$ cat config.mk
export PLATFORM = sky130hd
export DESIGN_NAME = i2c_target_regs_flat
export DESIGN_NICKNAME = d
export VERILOG_FILES = /design/src/rtl/i2c_target_regs_if.sv /design/src/rtl/i2c_target_regs.sv /design/src/flat_wrapper.sv
export SDC_FILE = /design/constraint.sdc
export NUM_CORES = 1
export LEC_CHECK = 0
export ABC_AREA = 1
export CAP_MARGIN = 20
export CORE_MARGIN = 5
export CORE_UTILIZATION = 55
export CTS_CLUSTER_DIAMETER = 100
export DETAILED_ROUTE_END_ITERATION = 12
export PLACE_DENSITY = 0.81
export SYNTH_ARGS = -nofsm -noshare
export SYNTH_HDL_FRONTEND = slang
export SYNTH_SLANG_ARGS = --single-unit
$ cat constraint.sdc
create_clock -name clk_USB -period 2.87 [get_ports clk_USB]
set_input_delay 0.287 -clock clk_USB [delete_from_list [all_inputs] [get_ports clk_USB]]
set_output_delay 0.287 -clock clk_USB [all_outputs]
set_load 0.02 [all_outputs]
$ cat src/rtl/i2c_target_regs_if.sv
// rtl/i2c_target_regs_if.sv - byte-wide register-file bus between the I2C target and its register bank
//
// Signals:
//   reg_addr   current register pointer (driven by the I2C target)
//   reg_wdata  write data, valid while reg_wr_en is high
//   reg_wr_en  one-cycle write strobe to reg_addr
//   reg_rdata  combinational read data for reg_addr (driven by the register bank)
// Modports: master = I2C target side, slave = register bank side.

interface i2c_target_regs_if #(
    parameter int PW = 2
);
    logic [PW-1:0] reg_addr;
    logic [7:0]    reg_wdata;
    logic          reg_wr_en;
    logic [7:0]    reg_rdata;

    modport master (
        output reg_addr,
        output reg_wdata,
        output reg_wr_en,
        input  reg_rdata
    );

    modport slave (
        input  reg_addr,
        input  reg_wdata,
        input  reg_wr_en,
        output reg_rdata
    );
endinterface

$ cat src/rtl/i2c_target_regs.sv
// rtl/i2c_target_regs.sv - I2C target responder exposing a byte-wide register file
//
// Pointer-based writes with auto-increment, reads through repeated START.
// SDA is open-drain: sda_oe=1 pulls the line low, the pad lives in the top level.
// No clock stretching; SCL is input only.
//
// Ports:
//   clk_USB  system clock, rising edge
//   rst_n    asynchronous active-low reset
//   scl_i    SCL pad input (asynchronous)
//   sda_i    SDA pad input (asynchronous)
//   sda_oe   1 = pull SDA low, 0 = release
//   busy     high from address match until STOP/START/NACK exit
//   rbus     register-file bus (master modport): reg_addr/reg_wdata/reg_wr_en out, reg_rdata in

module i2c_target_regs #(
    parameter logic [6:0] DEV_ADDR    = 7'h52,
    parameter int         NREGS       = 4,
    parameter int         SYNC_STAGES = 2,
    localparam int        PW          = (NREGS > 1) ? $clog2(NREGS) : 1
) (
    input  logic              clk_USB,
    input  logic              rst_n,
    input  logic              scl_i,
    input  logic              sda_i,
    output logic              sda_oe,
    output logic              busy,
    i2c_target_regs_if.master rbus
);

    typedef enum logic [3:0] {
        IDLE,
        ADDR,
        ADDR_ACK,
        PTR,
        PTR_ACK,
        WDATA,
        WDATA_ACK,
        RDATA,
        RDATA_ACK,
        IGNORE
    } state_t;

    // Synchronizers reset to 1 so an idle bus produces no edges after reset.
    logic [SYNC_STAGES-1:0] scl_sync, sda_sync;
    logic                   scl_prev, sda_prev;
    logic                   scl_s, sda_s;
    logic                   scl_rise, scl_fall, start_det, stop_det;

    always_ff @(posedge clk_USB or negedge rst_n) begin
        if (!rst_n) begin
            scl_sync <= '1;
            sda_sync <= '1;
            scl_prev <= 1'b1;
            sda_prev <= 1'b1;
        end else begin
            scl_sync <= (scl_sync << 1) | SYNC_STAGES'(scl_i);
            sda_sync <= (sda_sync << 1) | SYNC_STAGES'(sda_i);
            scl_prev <= scl_s;
            sda_prev <= sda_s;
        end
    end

    assign scl_s     = scl_sync[SYNC_STAGES-1];
    assign sda_s     = sda_sync[SYNC_STAGES-1];
    assign scl_rise  = scl_s & ~scl_prev;
    assign scl_fall  = ~scl_s & scl_prev;
    assign start_det = scl_s & scl_prev & sda_prev & ~sda_s;
    assign stop_det  = scl_s & scl_prev & ~sda_prev & sda_s;

    state_t        state_q, state_d;
    logic [3:0]    bit_cnt_q, bit_cnt_d;
    logic [7:0]    shreg_q, shreg_d;
    logic          sda_oe_q, sda_oe_d;
    logic          busy_q, busy_d;
    logic          rw_q, rw_d;
    logic [PW-1:0] reg_addr_q, reg_addr_d;
    logic [7:0]    reg_wdata_q, reg_wdata_d;
    logic          reg_wr_en_q, reg_wr_en_d;

    logic [7:0]    rx_byte;
    logic [PW-1:0] addr_inc;
    logic          ptr_ok;

    // Byte as it stands including the bit sampled on the current SCL rise.
    assign rx_byte  = {shreg_q[6:0], sda_s};
    assign addr_inc = (reg_addr_q == PW'(NREGS - 1)) ? '0 : reg_addr_q + PW'(1);
    assign ptr_ok   = 32'(shreg_q) < 32'(NREGS);

    always_ff @(posedge clk_USB or negedge rst_n) begin
        if (!rst_n) begin
            state_q     <= IDLE;
            bit_cnt_q   <= '0;
            shreg_q     <= '0;
            sda_oe_q    <= 1'b0;
            busy_q      <= 1'b0;
            rw_q        <= 1'b0;
            reg_addr_q  <= '0;
            reg_wdata_q <= '0;
            reg_wr_en_q <= 1'b0;
        end else begin
            state_q     <= state_d;
            bit_cnt_q   <= bit_cnt_d;
            shreg_q     <= shreg_d;
            sda_oe_q    <= sda_oe_d;
            busy_q      <= busy_d;
            rw_q        <= rw_d;
            reg_addr_q  <= reg_addr_d;
            reg_wdata_q <= reg_wdata_d;
            reg_wr_en_q <= reg_wr_en_d;
        end
    end

    always_comb begin
        state_d     = state_q;
        bit_cnt_d   = bit_cnt_q;
        shreg_d     = shreg_q;
        sda_oe_d    = sda_oe_q;
        busy_d      = busy_q;
        rw_d        = rw_q;
        reg_addr_d  = reg_addr_q;
        reg_wdata_d = reg_wdata_q;
        reg_wr_en_d = 1'b0;

        if (start_det) begin
            state_d   = ADDR;
            bit_cnt_d = '0;
            sda_oe_d  = 1'b0;
            busy_d    = 1'b0;
        end else if (stop_det) begin
            state_d  = IDLE;
            sda_oe_d = 1'b0;
            busy_d   = 1'b0;
        end else begin
            case (state_q)
                IDLE: begin
                    sda_oe_d = 1'b0;
                end

                ADDR: begin
                    if (scl_rise && bit_cnt_q < 4'd8) begin
                        shreg_d   = rx_byte;
                        bit_cnt_d = bit_cnt_q + 4'd1;
                        if (bit_cnt_q == 4'd7 && rx_byte[7:1] != DEV_ADDR)
                            state_d = IGNORE;
                    end else if (scl_fall && bit_cnt_q == 4'd8) begin
                        sda_oe_d = 1'b1;
                        busy_d   = 1'b1;
                        rw_d     = shreg_q[0];
                        state_d  = ADDR_ACK;
                    end
                end

                ADDR_ACK: begin
                    if (scl_fall) begin
                        if (rw_q) begin
                            shreg_d   = rbus.reg_rdata;
                            sda_oe_d  = ~rbus.reg_rdata[7];
                            bit_cnt_d = 4'd1;
                            state_d   = RDATA;
                        end else begin
                            sda_oe_d  = 1'b0;
                            bit_cnt_d = '0;
                            state_d   = PTR;
                        end
                    end
                end

                PTR: begin
                    if (scl_rise && bit_cnt_q < 4'd8) begin
                        shreg_d   = rx_byte;
                        bit_cnt_d = bit_cnt_q + 4'd1;
                    end else if (scl_fall && bit_cnt_q == 4'd8) begin
                        if (ptr_ok) begin
                            reg_addr_d = shreg_q[PW-1:0];
                            sda_oe_d   = 1'b1;
                            state_d    = PTR_ACK;
                        end else begin
                            busy_d  = 1'b0;
                            state_d = IGNORE;
                        end
                    end
                end

                PTR_ACK: begin
                    if (scl_fall) begin
                        sda_oe_d  = 1'b0;
                        bit_cnt_d = '0;
                        state_d   = WDATA;
                    end
                end

                WDATA: begin
                    if (scl_rise && bit_cnt_q < 4'd8) begin
                        shreg_d   = rx_byte;
                        bit_cnt_d = bit_cnt_q + 4'd1;
                        if (bit_cnt_q == 4'd7) begin
                            reg_wdata_d = rx_byte;
                            reg_wr_en_d = 1'b1;
                        end
                    end else if (scl_fall && bit_cnt_q == 4'd8) begin
                        sda_oe_d = 1'b1;
                        state_d  = WDATA_ACK;
                    end
                end

                WDATA_ACK: begin
                    // Pointer moves only after the ACK clock, so the strobe saw the old address.
                    if (scl_fall) begin
                        sda_oe_d   = 1'b0;
                        reg_addr_d = addr_inc;
                        bit_cnt_d  = '0;
                        state_d    = WDATA;
                    end
                end

                RDATA: begin
                    if (scl_fall) begin
                        if (bit_cnt_q == 4'd8) begin
                            sda_oe_d = 1'b0;
                            state_d  = RDATA_ACK;
                        end else begin
                            shreg_d   = {shreg_q[6:0], 1'b0};
                            sda_oe_d  = ~shreg_q[6];
                            bit_cnt_d = bit_cnt_q + 4'd1;
                        end
                    end
                end

                RDATA_ACK: begin
                    if (scl_rise) begin
                        if (sda_s) begin
                            sda_oe_d = 1'b0;
                            busy_d   = 1'b0;
                            state_d  = IGNORE;
                        end else begin
                            reg_addr_d = addr_inc;
                        end
                    end else if (scl_fall) begin
                        // reg_rdata already reflects the incremented pointer here.
                        shreg_d   = rbus.reg_rdata;
                        sda_oe_d  = ~rbus.reg_rdata[7];
                        bit_cnt_d = 4'd1;
                        state_d   = RDATA;
                    end
                end

                IGNORE: begin
                    sda_oe_d = 1'b0;
                    busy_d   = 1'b0;
                end

                default: begin
                    sda_oe_d = 1'b0;
                    busy_d   = 1'b0;
                    state_d  = IDLE;
                end
            endcase
        end
    end

    assign sda_oe         = sda_oe_q;
    assign busy           = busy_q;
    assign rbus.reg_addr  = reg_addr_q;
    assign rbus.reg_wdata = reg_wdata_q;
    assign rbus.reg_wr_en = reg_wr_en_q;

endmodule

$ cat src/flat_wrapper.sv
// flat-port wrapper written by rule: the top's interface ports become plain ports
module i2c_target_regs_flat 
#(
    parameter logic [6:0] DEV_ADDR    = 7'h52,
    parameter int         NREGS       = 4,
    parameter int         SYNC_STAGES = 2,
    localparam int        PW          = (NREGS > 1) ? $clog2(NREGS) : 1
)
  (clk_USB, rst_n, scl_i, sda_i, sda_oe, busy, rbus_reg_addr, rbus_reg_wdata, rbus_reg_wr_en, rbus_reg_rdata);
  i2c_target_regs_if #(.PW(2)) rbus_i ();
  input  logic clk_USB;
  input  logic rst_n;
  input  logic scl_i;
  input  logic sda_i;
  output logic sda_oe;
  output logic busy;
  output wire logic [$bits(rbus_i.reg_addr)-1:0] rbus_reg_addr;
  output wire logic [$bits(rbus_i.reg_wdata)-1:0] rbus_reg_wdata;
  output wire logic [$bits(rbus_i.reg_wr_en)-1:0] rbus_reg_wr_en;
  input wire logic [$bits(rbus_i.reg_rdata)-1:0] rbus_reg_rdata;
  assign rbus_reg_addr = rbus_i.reg_addr;
  assign rbus_reg_wdata = rbus_i.reg_wdata;
  assign rbus_reg_wr_en = rbus_i.reg_wr_en;
  assign rbus_i.reg_rdata = rbus_reg_rdata;
  i2c_target_regs #(.DEV_ADDR(DEV_ADDR), .NREGS(NREGS), .SYNC_STAGES(SYNC_STAGES)) u_core (.clk_USB(clk_USB), .rst_n(rst_n), .scl_i(scl_i), .sda_i(sda_i), .sda_oe(sda_oe), .busy(busy), .rbus(rbus_i));
endmodule
After elaboration in Yosys (flattened, before gate mapping)
Index checks and enable logic that the tools add are counted.
{ "totals": {"out_inout_bits": 13, "reg_bits": 36} }
{ "op_classes": {"muxes": 74, "n_bitwise": 18, "n_lt_le_gt_ge": 2, "n_reduce_logical": 20, "eq_ne": 56, "n_addsub": 2} }
{ "ops": {"columns": ["operator", "n"], "rows": [
  ["two-way mux 4 bit", 26],
  ["two-way mux 8 bit", 7],
  ["inequality test 4 x 1 -> 1 bit, second input constant", 11],
  ["case mux 4 bit (8 select lines)", 1],
  ["case mux 8 bit (4 select lines)", 1],
  ["two-way mux 1 bit", 27],
  ["inequality test 3 x 1 -> 1 bit, second input constant", 7],
  ["== test 4 x 3 -> 1 bit, second input constant", 5],
  ["inequality test 2 x 1 -> 1 bit, second input constant", 10],
  ["inequality test 4 x 2 -> 1 bit, second input constant", 5],
  ["case mux 4 bit (5 select lines)", 1],
  ["AND reduction 10 bit", 2],
  ["AND reduction 9 bit", 2],
  ["two-way mux 2 bit", 7],
  ["AND reduction 13 bit", 1],
  ["== test 4 bit, second input constant", 3],
  ["inequality test 5 x 1 -> 1 bit, second input constant", 2],
  ["AND reduction 5 bit", 2],
  ["NOT 1 bit", 9],
  ["== test 4 x 2 -> 1 bit, second input constant", 2],
  ["less-than comparator 8 x 3 -> 1 bit, second input constant", 1],
  ["inequality test 2 bit, second input constant", 4],
  ["AND reduction 8 bit", 1],
  ["bitwise AND 1 bit", 7],
  ["other kinds (23)", 28]
]} }

Depth between registers and ports, before layout
{ "depth": {"word_depth": 8, "ltp_mapped": 13, "depth_no_buf": 13} }

Worst setup path before layout
Ideal clock, no wire load.
{ "synth_timing": {"path_kind": "reg-to-reg", "from": "register u_core.bit_cnt_q[0]", "to": "register u_core.reg_addr_q[0] (netlist: u_core.rbus.reg_addr[0])", "arrival_time_ns": 1.478, "t_required_ns": 2.753, "path_stages_with_launch": 12, "path_slack_ns": 1.275, "path_buffers": 0, "period_less_slack_ns": 1.595, "setup_ns": 0.117, "path_cell_list": "dfrtp_1 inv_1 ha_1 nand2_1 nor2_1 nand2_1 nand2_1 inv_1 nor3_2 nand3_1 nand2_1 nand2_1"} }
{ "synth_between": {"elab_chain_cells": 4, "word_cells_on_any_way": 7, "classes_between": "order compare (1); eq/ne (3); reduce/logical (3)"} }
{ "synth_lines": {"columns": ["element", "line_no", "source"], "rows": [
  ["start, declared", "i2c_target_regs.sv:72", "logic [3:0] bit_cnt_q, bit_cnt_d;"],
  ["start signal, assigned", "i2c_target_regs.sv:103", "bit_cnt_q <= bit_cnt_d;"],
  ["less-than comparator 4 bit or == test 4 bit (tied branches)", "i2c_target_regs.sv:170, i2c_target_regs.sv:173", null],
  ["logical AND 1 bit, on equally long branches", "i2c_target_regs.sv:170, i2c_target_regs.sv:173", null],
  ["inequality test 2 bit (no source line) or inequality test 2 x 1 -> 1 bit (tied branches)", null, null],
  ["AND reduction 9 bit (no source line) (*)", null, null],
  ["end signal, assigned", "i2c_target_regs.sv:108", "reg_addr_q <= reg_addr_d;"],
  ["end, declared", "i2c_target_regs.sv:77", "logic [PW-1:0] reg_addr_q, reg_addr_d;"]
]} }
Every way passes the cells marked *; elsewhere a longest branch is shown, timed or not.
A chain may end at the register's enable or synchronous reset.

Final worst setup path
{ "layout_timing": {"from": "register u_core.sda_sync[1]", "to": "register u_core.shreg_q[7]"} }
{ "layout_between": {"elab_chain_cells": 4, "word_cells_on_any_way": 6, "classes_between": "bitwise (5); reduce/logical (1)"} }
{ "layout_lines": {"columns": ["element", "line_no", "source"], "rows": [
  ["start, declared", "i2c_target_regs.sv:45", "logic [SYNC_STAGES-1:0] scl_sync, sda_sync;"],
  ["start signal, assigned", "i2c_target_regs.sv:58", "sda_sync <= (sda_sync << 1) | SYNC_STAGES'(sda_i);"],
  ["NOT 1 bit", "i2c_target_regs.sv:68", "assign start_det = scl_s & scl_prev & sda_prev & ~sda_s;"],
  ["bitwise AND 1 bit", "i2c_target_regs.sv:68", null],
  ["NOT 1 bit (no source line)", null, null],
  ["AND reduction 10 bit (no source line) (*)", null, null],
  ["end signal, assigned", "i2c_target_regs.sv:104", "shreg_q <= shreg_d;"],
  ["end, declared", "i2c_target_regs.sv:73", "logic [7:0] shreg_q, shreg_d;"]
]} }
Marks and branches as above.

==> flow_metrics.env <==
export IMPL_switching_share_pct=33.5
export IMPL_end_kind="register"
export IMPL_final_hold_viol_count=0
export IMPL_fin_area_mm2=0.00280
export IMPL_finalNonFillerCells=419
export IMPL_p_seq_share_pct=50.0
export IMPL_min_delay_path_class="input port to async pin"
export IMPL_r2r_start="u_core.sda_sync[1]"
export IMPL_syn_nets=355
export IMPL_clock_sinks=36
export IMPL_final_antenna_net_count=0
export IMPL_fin_nets=381
export IMPL_clkSlewWorstSetupHoldPaths_ns=0.07
export IMPL_first_global_vias=2207
export IMPL_track_usage_pct=20.9
export IMPL_cts_inserted_buffers=5
export IMPL_dp_slack_ns=0.967
export IMPL_cts_hold_fix_buffers=0
export IMPL_die_x_um=76.9
export IMPL_setup_violations=0
export IMPL_skew_ns=0.00476
export IMPL_relSlewSlack_pct=46.8
export IMPL_antenna_found_initial=0
export IMPL_switchingPower_mw=0.427
export IMPL_drive_gt1_share_pct=18.0
export IMPL_worstMarginPinSlew_ns=0.799
export IMPL_synthCells=340
export IMPL_fin_ws_ns=0.946
export IMPL_post_route_min_period_ns=1.92
export IMPL_drc=0
export IMPL_drt_iter0_drc=186
export IMPL_num_vias=2295
export IMPL_dp_cells=411
export IMPL_place_gp_congestion=0.965
export IMPL_dpl_hpwl_mm=4.49
export IMPL_synth_ff_latch_count=36
export IMPL_syn_area_mm2=0.00246
export IMPL_finalSetupTns_ns=0
export IMPL_power_density_mw_per_mm2=455
export IMPL_cp_max_fo=16
export IMPL_clockBufferDepth=2
export IMPL_slew_violations=0
export IMPL_wl_per_cell_um=14.0
export IMPL_power_leakage_nw=1.45
export IMPL_crit_type="register to register"
export IMPL_cts_tree="yes"
export IMPL_critPathRequiredTime_ns=3.05
export IMPL_coreArea_mm2=0.00435
export IMPL_cts_root_buf="clkbuf_8"
export IMPL_grt_max_degree=37
export IMPL_dieArea_mm2=0.00592
export IMPL_area_delta_synth_final_pct=13.7
export IMPL_fp_row_count=24
export IMPL_clkPwrFrac_pct=28.2
export IMPL_reg2reg_to="u_core.shreg_q[7]"
export IMPL_rsz0062_at_grt="false"
export IMPL_postCtsSetupRepairBufs=0
export IMPL_startpoint_type="register"
export IMPL_grt_first_pass_wirelength_mm=10.1
export IMPL_max_freq_mhz=520
export IMPL_diodes=0
export IMPL_irDropWorstVdd_v=0.000399
export IMPL_status="complete, no violations"
export IMPL_clock_latency_ns=0.29
export IMPL_placedInstanceArea_mm2=0.00272
export IMPL_io_pins=25
export IMPL_netlist_cell_type_count=32
export IMPL_vias_per_cell=5.48
export IMPL_synth_warnings=0
export IMPL_numPortBuffers=24
export IMPL_cts_resized=0
export IMPL_finalWirelength_mm=5.85
export IMPL_syn_area_per_cell_um2=7.25
export IMPL_total_power_mw=1.27
export IMPL_drt_pass1_iter_count=5
export IMPL_die_h_um=76.9
export IMPL_p_comb_share_pct=21.8
export IMPL_grt_remaining_overflow=0
export IMPL_htreeDepth=2
export IMPL_start_util_pct=56.6
export IMPL_max_cap_violations=0
export IMPL_reg2reg_depth=8
export IMPL_p_int_mw=0.847
export IMPL_period_share_pct=67.0
export IMPL_yosysSeqAreaShare_pct=36.9
export IMPL_arrival_ns=2.11
export IMPL_reg2reg_slack_ns=0.95
-- cells in the mapped netlist (all sizes together) --
library cell  count  area share (%)
nor4              1            0.25
nor3b             1            0.30
nor2             51              10
nand4             3            0.76
o21bai            1            0.30
o211ai            1            0.30
buf               5             1.9
nand3            28             6.1
nor3              3             1.0
dfrtp            30              30
ha                3             1.5
nand3b            1            0.46
inv              34             5.2
a21oi             9             1.8
o22ai             2            0.51
a22oi             1            0.30
o21ai            29             8.3
clkinv            1            0.15
o21a              6             1.8
nand2           124              22
dfstp             6             6.4
-- per-stage QoR --
step,hold slack [ns],utilization [%]
2_1_floorplan,-0.00859,-
3_3_place_gp,0.347,62.4
3_5_place_dp,0.348,62.4
4_1_cts,0.103,64.4
5_1_grt,0.146,64.4
6_report,0.0728,64.4
-- power by group through the flow --
stage / combinational [mW] / clock [mW] / sequential, mW
2_1_floorplan: 0.211 / 0 / 0.627
3_3_place_gp: 0.272 / 0 / 0.641
3_5_place_dp: 0.276 / 0 / 0.644
4_1_cts: 0.279 / 0.368 / 0.637
5_1_grt: 0.312 / 0.399 / 0.647
6_report: 0.278 / 0.359 / 0.637
-- critical path, stage by stage, from the launching register on --
cell and delay, ns:
dfstp_2 0.56, inv_1 0.13, o21bai_1 0.19, nand2_1 0.34, nand2_1 0.12, nor2_2 0.15, nand2_4 0.16, nand2_1 0.12
o21ai_2 0.05
-- cell usage in the layout, fill, tap and decap left out, types with 2 or more instances in the layout --
master           synthesis  final
nor3_2                   2      2
nand2_2                  9      9
inv_1                   30     30
clkdlybuf4s50_1          0     23
nand3_2                  2      2
o21ai_2                 16     16
nor2_2                   8      8
clkbuf_1                 0      2
nand2_4                  6      6
o21a_1                   6      6
ha_1                     3      3
dfrtp_1                 30     30
nand2_1                109    109
inv_2                    4      4
o21ai_0                 13     13
nor2_1                  38     38
o22ai_1                  2      2
a21oi_1                  9      9
nand4_1                  3      3
nor2_4                   4      4
dfstp_2                  6      6
clkbuf_8                 0      5
nand3_1                 26     26
-- state kept, by name (all words and copies together), names as in the netlist --
signal                 flops
u_core.sda_sync            2
u_core.scl_sync            2
u_core.rbus.reg_wr_en      1
u_core.state_q             4
u_core.sda_prev            1
u_core.busy                1
u_core.sda_oe              1
u_core.bit_cnt_q           4
u_core.shreg_q             8
u_core.rbus.reg_wdata      8
u_core.rbus.reg_addr       2
u_core.scl_prev            1
u_core.rw_q                1
-- final cells by class --
class	instances	area (µm²)
clock buffers	7	76.3
clock inverters	1	8.76
fillers	374	1550
inverters	35	131
multi-input cells	264	1380
flip-flops and latches	36	908
well taps	52	65.1
repair buffers	24	235
-- cell families after synthesis --
group / synth area share [%]
fa+ha+maj: 1.52
simple gates: 41.0
buf+inv: 7.26
compound gates: 13.4
flops: 36.9
-- layer usage --
metal | global-route usage (%) | vias up | routed length (µm)
met2 | 33.8 | 74 | 2830
li1 | - | 1142 | -
met4 | 8.57 | 0 | 159
met5 | 0 | - | 0
met1 | 27.2 | 1059 | 2560
met3 | 4.10 | 20 | 303
-- how the worst max path moves through the flow --
stage	end	slack (ns)	start	cells past startpoint
2_1_floorplan	u_core.rbus.reg_addr[0]	1.27	u_core.bit_cnt_q[0]	11
3_3_place_gp	u_core.shreg_q[0]	0.99	u_core.sda_sync[1]	8
3_5_place_dp	u_core.shreg_q[2]	0.97	u_core.sda_sync[1]	8
4_1_cts	u_core.shreg_q[2]	0.95	u_core.sda_sync[1]	8
5_1_grt	u_core.sda_oe	0.80	u_core.bit_cnt_q[0]	13
6_report	u_core.shreg_q[7]	0.95	u_core.sda_sync[1]	8
Power figures use the tool's default switching activity.
